--- config.mk ---
export PLATFORM = sky130hd
export DESIGN_NAME = weight_loader
export DESIGN_NICKNAME = d
export VERILOG_FILES = /design/src/rtl/weight_loader.sv
export SDC_FILE = /design/constraint.sdc
export NUM_CORES = 1
export LEC_CHECK = 0
export CORE_MARGIN = 2
export CORE_UTILIZATION = 53
export DETAILED_ROUTE_END_ITERATION = 10
export HOLD_SLACK_MARGIN = 0.1
export PLACE_DENSITY = 0.79
export SLEW_MARGIN = 20
export SYNTH_ARGS = -nofsm -noshare
export SYNTH_HDL_FRONTEND = slang
export SYNTH_SLANG_ARGS = --single-unit
--- constraint.sdc ---
create_clock -name clk -period 3.2 [get_ports clk]
set_input_delay 0.48 -clock clk [delete_from_list [all_inputs] [get_ports clk]]
set_output_delay 0.48 -clock clk [all_outputs]
set_load 0.005 [all_outputs]
--- src/rtl/weight_loader.sv ---
// weight_loader
//   Streams weight bytes from a byte-wide valid/ready source, packs them
//   little-endian into DATA_WIDTH-bit words and writes each word into the
//   weight RAM at base_addr + word index (wrapping modulo 2^ADDR_WIDTH).
//
//   Optional feature macro: WEIGHT_LOADER_CHECKSUM_EN
//     When defined, an 8-bit additive checksum over all data bytes is checked
//     against one trailer byte after the last word; a nonzero total sets error.
//     When undefined, no trailer is expected and error is tied low.
//
// Ports
//   clk, rst          system clock, synchronous active-high reset
//   start             one-cycle load request (honoured in IDLE only)
//   base_addr         first RAM address, sampled with start
//   word_count        words to load (0..2^ADDR_WIDTH), sampled with start
//   in_valid/in_ready byte handshake; in_byte is the data byte
//   wr_en/wr_addr/wr_data  RAM write port
//   busy              high while receiving, writing or checking
//   done              one-cycle completion pulse
//   error             checksum mismatch, sticky until the next start
module weight_loader #(
  parameter int DATA_WIDTH = 32,
  parameter int ADDR_WIDTH = 10
) (
  input  logic                  clk,
  input  logic                  rst,
  input  logic                  start,
  input  logic [ADDR_WIDTH-1:0] base_addr,
  input  logic [ADDR_WIDTH:0]   word_count,
  input  logic                  in_valid,
  output logic                  in_ready,
  input  logic [7:0]            in_byte,
  output logic                  wr_en,
  output logic [ADDR_WIDTH-1:0] wr_addr,
  output logic [DATA_WIDTH-1:0] wr_data,
  output logic                  busy,
  output logic                  done,
  output logic                  error
);

  localparam int BYTES_PER_WORD = DATA_WIDTH / 8;
  localparam int BIDX_W = (BYTES_PER_WORD > 1) ? $clog2(BYTES_PER_WORD) : 1;

`ifdef WEIGHT_LOADER_CHECKSUM_EN
  typedef enum logic [2:0] {S_IDLE, S_RECV, S_WRITE, S_CSUM, S_DONE} state_t;
`else
  typedef enum logic [2:0] {S_IDLE, S_RECV, S_WRITE, S_DONE} state_t;
`endif

  state_t                r_state;
  state_t                w_next_state;

  logic                  r_in_ready;
  logic                  r_wr_en;
  logic [ADDR_WIDTH-1:0] r_wr_addr;
  logic [DATA_WIDTH-1:0] r_wr_data;
  logic                  r_busy;
  logic                  r_done;
  logic [ADDR_WIDTH-1:0] r_base;
  logic [ADDR_WIDTH:0]   r_word_count;
  logic [ADDR_WIDTH:0]   r_word_idx;
  logic [BIDX_W-1:0]     r_byte_idx;
  logic [DATA_WIDTH-1:0] r_partial;

  logic                  w_accept;
  logic                  w_last_byte;
  logic                  w_last_word;
  logic [DATA_WIDTH-1:0] w_word;

  assign w_accept    = in_valid && r_in_ready;
  assign w_last_byte = (r_byte_idx == BIDX_W'(BYTES_PER_WORD - 1));
  assign w_last_word = (r_word_idx == (r_word_count - (ADDR_WIDTH + 1)'(1)));

  // Partial word with the incoming byte merged in at the current byte slot.
  always_comb begin
    w_word = r_partial;
    for (int unsigned b = 0; b < BYTES_PER_WORD; b++) begin
      if (r_byte_idx == BIDX_W'(b)) begin
        w_word[b*8 +: 8] = in_byte;
      end
    end
  end

  always_ff @(posedge clk) begin
    if (rst) begin
      r_state <= S_IDLE;
    end else begin
      r_state <= w_next_state;
    end
  end

  always_comb begin
    w_next_state = r_state;
    case (r_state)
      S_IDLE: begin
        if (start) begin
          w_next_state = (word_count == '0) ? S_DONE : S_RECV;
        end
      end
      S_RECV: begin
        if (w_accept && w_last_byte) begin
          w_next_state = S_WRITE;
        end
      end
      S_WRITE: begin
        if (w_last_word) begin
`ifdef WEIGHT_LOADER_CHECKSUM_EN
          w_next_state = S_CSUM;
`else
          w_next_state = S_DONE;
`endif
        end else begin
          w_next_state = S_RECV;
        end
      end
`ifdef WEIGHT_LOADER_CHECKSUM_EN
      S_CSUM: begin
        if (w_accept) begin
          w_next_state = S_DONE;
        end
      end
`endif
      S_DONE:  w_next_state = S_IDLE;
      default: w_next_state = S_IDLE;
    endcase
  end

  // Outputs are registered from the next state so they line up with r_state.
  always_ff @(posedge clk) begin
    if (rst) begin
      r_in_ready   <= 1'b0;
      r_wr_en      <= 1'b0;
      r_wr_addr    <= '0;
      r_wr_data    <= '0;
      r_busy       <= 1'b0;
      r_done       <= 1'b0;
      r_base       <= '0;
      r_word_count <= '0;
      r_word_idx   <= '0;
      r_byte_idx   <= '0;
      r_partial    <= '0;
    end else begin
`ifdef WEIGHT_LOADER_CHECKSUM_EN
      r_in_ready <= (w_next_state == S_RECV) || (w_next_state == S_CSUM);
      r_busy     <= (w_next_state == S_RECV) || (w_next_state == S_WRITE) ||
                    (w_next_state == S_CSUM);
`else
      r_in_ready <= (w_next_state == S_RECV);
      r_busy     <= (w_next_state == S_RECV) || (w_next_state == S_WRITE);
`endif
      r_wr_en <= (w_next_state == S_WRITE);
      r_done  <= (w_next_state == S_DONE);

      if (r_state == S_IDLE && start) begin
        r_base       <= base_addr;
        r_word_count <= word_count;
        r_word_idx   <= '0;
        r_byte_idx   <= '0;
      end

      if (r_state == S_RECV && w_accept) begin
        r_partial  <= w_word;
        r_byte_idx <= w_last_byte ? '0 : r_byte_idx + BIDX_W'(1);
        if (w_last_byte) begin
          r_wr_data <= w_word;
          r_wr_addr <= r_base + r_word_idx[ADDR_WIDTH-1:0];
        end
      end

      if (r_state == S_WRITE && !w_last_word) begin
        r_word_idx <= r_word_idx + (ADDR_WIDTH + 1)'(1);
      end
    end
  end

`ifdef WEIGHT_LOADER_CHECKSUM_EN
  logic [7:0] r_csum;
  logic       r_error;

  always_ff @(posedge clk) begin
    if (rst) begin
      r_csum  <= '0;
      r_error <= 1'b0;
    end else begin
      if (r_state == S_IDLE && start) begin
        r_csum  <= '0;
        r_error <= 1'b0;
      end
      if (r_state == S_RECV && w_accept) begin
        r_csum <= r_csum + in_byte;
      end
      if (r_state == S_CSUM && w_accept) begin
        r_error <= ((r_csum + in_byte) != 8'h00);
      end
    end
  end

  assign error = r_error;
`else
  assign error = 1'b0;
`endif

  assign in_ready = r_in_ready;
  assign wr_en    = r_wr_en;
  assign wr_addr  = r_wr_addr;
  assign wr_data  = r_wr_data;
  assign busy     = r_busy;
  assign done     = r_done;

endmodule

==> flow_summary.json <==
{
  "clock-sinks": 107,
  "drive_above_1_share_pct": 6.32,
  "fp.coreArea_um2": 9240,
  "clkLatencyLatePin_ns": 0.37,
  "grt-busiest-layer": "met2",
  "floorplan.initialDensity_pct": 54.4,
  "cts.path.max_buffers": 2,
  "whs_ns": 0.461,
  "slew_violations": 0,
  "synth.yosys.seq_area_share_pct": 42.6,
  "yosys_register_bits": 107,
  "setup_violations": 0,
  "worstPathRequired_ns": 3.46,
  "unrepaired_setup_endpoints_after_global_routing": "false",
  "route.vias.total": 4381,
  "timing_worst_slew_pin_value_ns": 0.748,
  "numCtsBuffers": 9,
  "multi_input_comb_area_um2": 2690,
  "htree_num_levels": 3,
  "seq_cell_area_um2": 2140,
  "ys_async_sr_fraction_pct": 0,
  "std_cell_rows": 35,
  "tritoncts": "yes",
  "groute.layer.met1.usage_pct": 30.8,
  "synth_area_per_cell_um2": 8.36,
  "skew_ns": 0.0179,
  "crit_path_cell_trace": "inv_1 -> ha_1 -> nor3b_4 -> xnor2_1 -> or4_4 -> nor4_4 -> a31oi_2 -> and3_1 -> a221o_1",
  "min_path_type": "reg -> reg",
  "finalWorstPathRequiredPeriod_ns": 2.90,
  "globalRouteTotalUtil_pct": 23.3,
  "grt-ovfl-total": 0,
  "synth.distinct_cells": 62,
  "p_leak_nw": 2.17,
  "critical_path.n_buffers_inverters": 1,
  "power.ir.vdd_worst_mv": 0.236,
  "routed_wire_length_per_instance_um": 14.7,
  "util_after_layout_pct": 66.1,
  "nNetsFinal": 709,
  "avgViaCountPerCell": 5.52,
  "drt_pass_1_iters": 5,
  "clock_edge_transition_at_the_registers_on_the_reported_setup_and_hold_paths_ns": 0.11,
  "final_antenna_net_count": 0,
  "startpoint_type": "flip-flop",
  "postSynthCellCount": 602,
  "count_of_filler_cells_inserted_in_the_layout": 750,
  "crit_path_max_fanout": 15,
  "ys_dominant_reg_cell": "dfxtp_1",
  "clock.fmax_mhz": 345,
  "setup_slack_ns": 0.299,
  "p_per_area_nw_per_um2": 394,
  "pre_cts_ws_ns": 0.210,
  "grt_antenna_before_repair": 0,
  "count_of_flip_flops_with_a_built_in_enable_after_synthesis": 0,
  "die_area_um2": 10300,
  "timing.setup.critical_path_class": "reg -> reg",
  "largest_net_degree_at_the_start_of_global_routing": 51,
  "area_growth_pct": 21.5,
  "clockRootBuffer": "clkbuf_8",
  "critical_path_arrival_ns": 3.16,
  "routed_wl_um": 11700,
  "post_synthesis_cell_area_um2": 5030,
  "grt_pass1_vias": 4092,
  "final_cell_mix": "dfxtp_1 (107), nand2_1 (105), clkdlybuf4s50_1 (77), a21oi_1 (67), nor2_1 (48)",
  "hold_buffers": 0,
  "placement.io_buffers": 78,
  "remaining_drc_errors": 0,
  "max-slew-margin-rel_pct": 50.0,
  "use_met2_pct": 38.8,
  "n_antenna_cell": 0,
  "hpwl_um": 8370,
  "grtUsageMet3_pct": 4.14,
  "finalHoldViolCount": 0,
  "fin_tns_setup_ns": 0,
  "layout.cells.most_common": "dfxtp_1",
  "num_io_pins": 80,
  "outcome": "complete, no violations",
  "worst_path_dominant_cell_family": "simple AND/OR/NAND/NOR gates",
  "gp_congestion": 0.871,
  "fp.dieW_um": 101,
  "die_height_um": 101,
  "timing.critical_path.slowest_stage_cell": "or4_4",
  "yosysWarningCount": 0,
  "max-cap-violations": 0,
  "cpPeakStageDelay_ns": 0.43,
  "critPathCaptureType": "flip-flop",
  "global_route_wire_length_before_repair_um": 19400,
  "drt_first_iter_violations": 217,
  "layout_worst_path_cycle_share_pct": 90.6
}
## worst paths after layout
check / startpoint / end / slack (ns) / cells past startpoint
min reg2reg: wr_data[24] / wr_data[24] / 0.46 / 2
max: r_word_count[0] / r_word_idx[7] / 0.30 / 9
max reg2reg: r_word_count[0] / r_word_idx[7] / 0.30 / 9
min: wr_data[24] / wr_data[24] / 0.46 / 2
## sequential cells by signal (all words and copies together), names as in the netlist, 2 cells and up
signal	flops
r_word_idx	11
r_byte_idx	2
r_state	3
wr_data	32
r_word_count	11
r_partial	24
r_base	10
wr_addr	10
## Yosys cell counts, types with 2 or more instances
master | number | share of area (%)
clkbuf_1 | 33 | 2.5
a21bo_1 | 2 | 0.40
a21boi_0 | 3 | 0.45
nand3b_1 | 4 | 0.60
inv_1 | 12 | 0.90
nand3_1 | 34 | 3.4
a22o_1 | 2 | 0.35
or2_2 | 2 | 0.25
and2_1 | 2 | 0.25
a21o_1 | 2 | 0.30
o21ai_1 | 2 | 0.20
nor3_1 | 7 | 0.70
nor3b_1 | 3 | 0.45
a21oi_1 | 67 | 6.7
dfxtp_1 | 107 | 43
nand4_1 | 4 | 0.50
buf_1 | 7 | 0.52
and3_1 | 8 | 0.99
xnor2_1 | 17 | 3.0
a221o_1 | 5 | 0.99
o21ai_0 | 7 | 0.70
ha_1 | 15 | 3.7
a211oi_1 | 27 | 4.0
nor2_1 | 48 | 3.6
a31oi_1 | 2 | 0.25
and4_1 | 2 | 0.35
o31ai_1 | 2 | 0.30
nor4_1 | 3 | 0.37
a22oi_1 | 2 | 0.30
mux2i_1 | 25 | 5.0
or3_1 | 2 | 0.25
xor2_1 | 5 | 0.87
nor2b_1 | 6 | 0.75
nand2_1 | 105 | 7.8
## layout make-up
cell class / instances / area share [%]
flip-flops and latches: 107 / 35.0
multi-input cells: 441 / 44.0
clock inverters: 6 / 1.11
repair buffers: 89 / 14.2
clock buffers: 10 / 2.25
inverters: 12 / 0.737
well taps: 129 / 2.64
## per-stage QoR
step,cells,power (mW),area (um^2)
finish,794,2.41,6110
detailed placement,778,1.61,5900
floorplan,603,1.52,5030
global placement,778,1.60,5900
global route,794,2.51,6110
CTS,794,2.42,6110
## worst reg2reg max path: stages (launching register included)
cell and delay [ns]:
dfxtp_1 0.39, inv_1 0.09, ha_1 0.20, nor3b_4 0.40
xnor2_1 0.12, or4_4 0.43, nor4_4 0.31, a31oi_2 0.30
and3_1 0.29, a221o_1 0.26
## power breakdown
| part | switching [mW] | total (mW) | internal, mW |
|---|---|---|---|
| clock network | 0.498 | 0.825 | 0.328 |
| registers | 0.0170 | 1.36 | 1.35 |
| logic | 0.121 | 0.219 | 0.0983 |
| total | 0.636 | 2.41 | 1.77 |
## kinds of logic after synthesis
family,synth area share (%)
AND/OR/NAND/NOR,22.5
AO/OA/AOI/OAI,17.4
flip-flops,42.6
buffers and inverters,4.35
multiplexers,5.20
XOR/XNOR,3.83
adder cells (fa/ha/maj),4.13
other,0.0745
## routing by layer
layer  vias up  share of wire, %
li1       2217                 -
met1      2000                44
met2       131                49
met3        33               4.5
met4         0               2.5
met5         -                 0
## repair_timing
item                       4_1_cts  5_1_grt
resized for setup                0        1
setup endpoints to repair        0        5
buffers inserted                 0        0
Note: power is estimated with default switching activity, not from simulation.
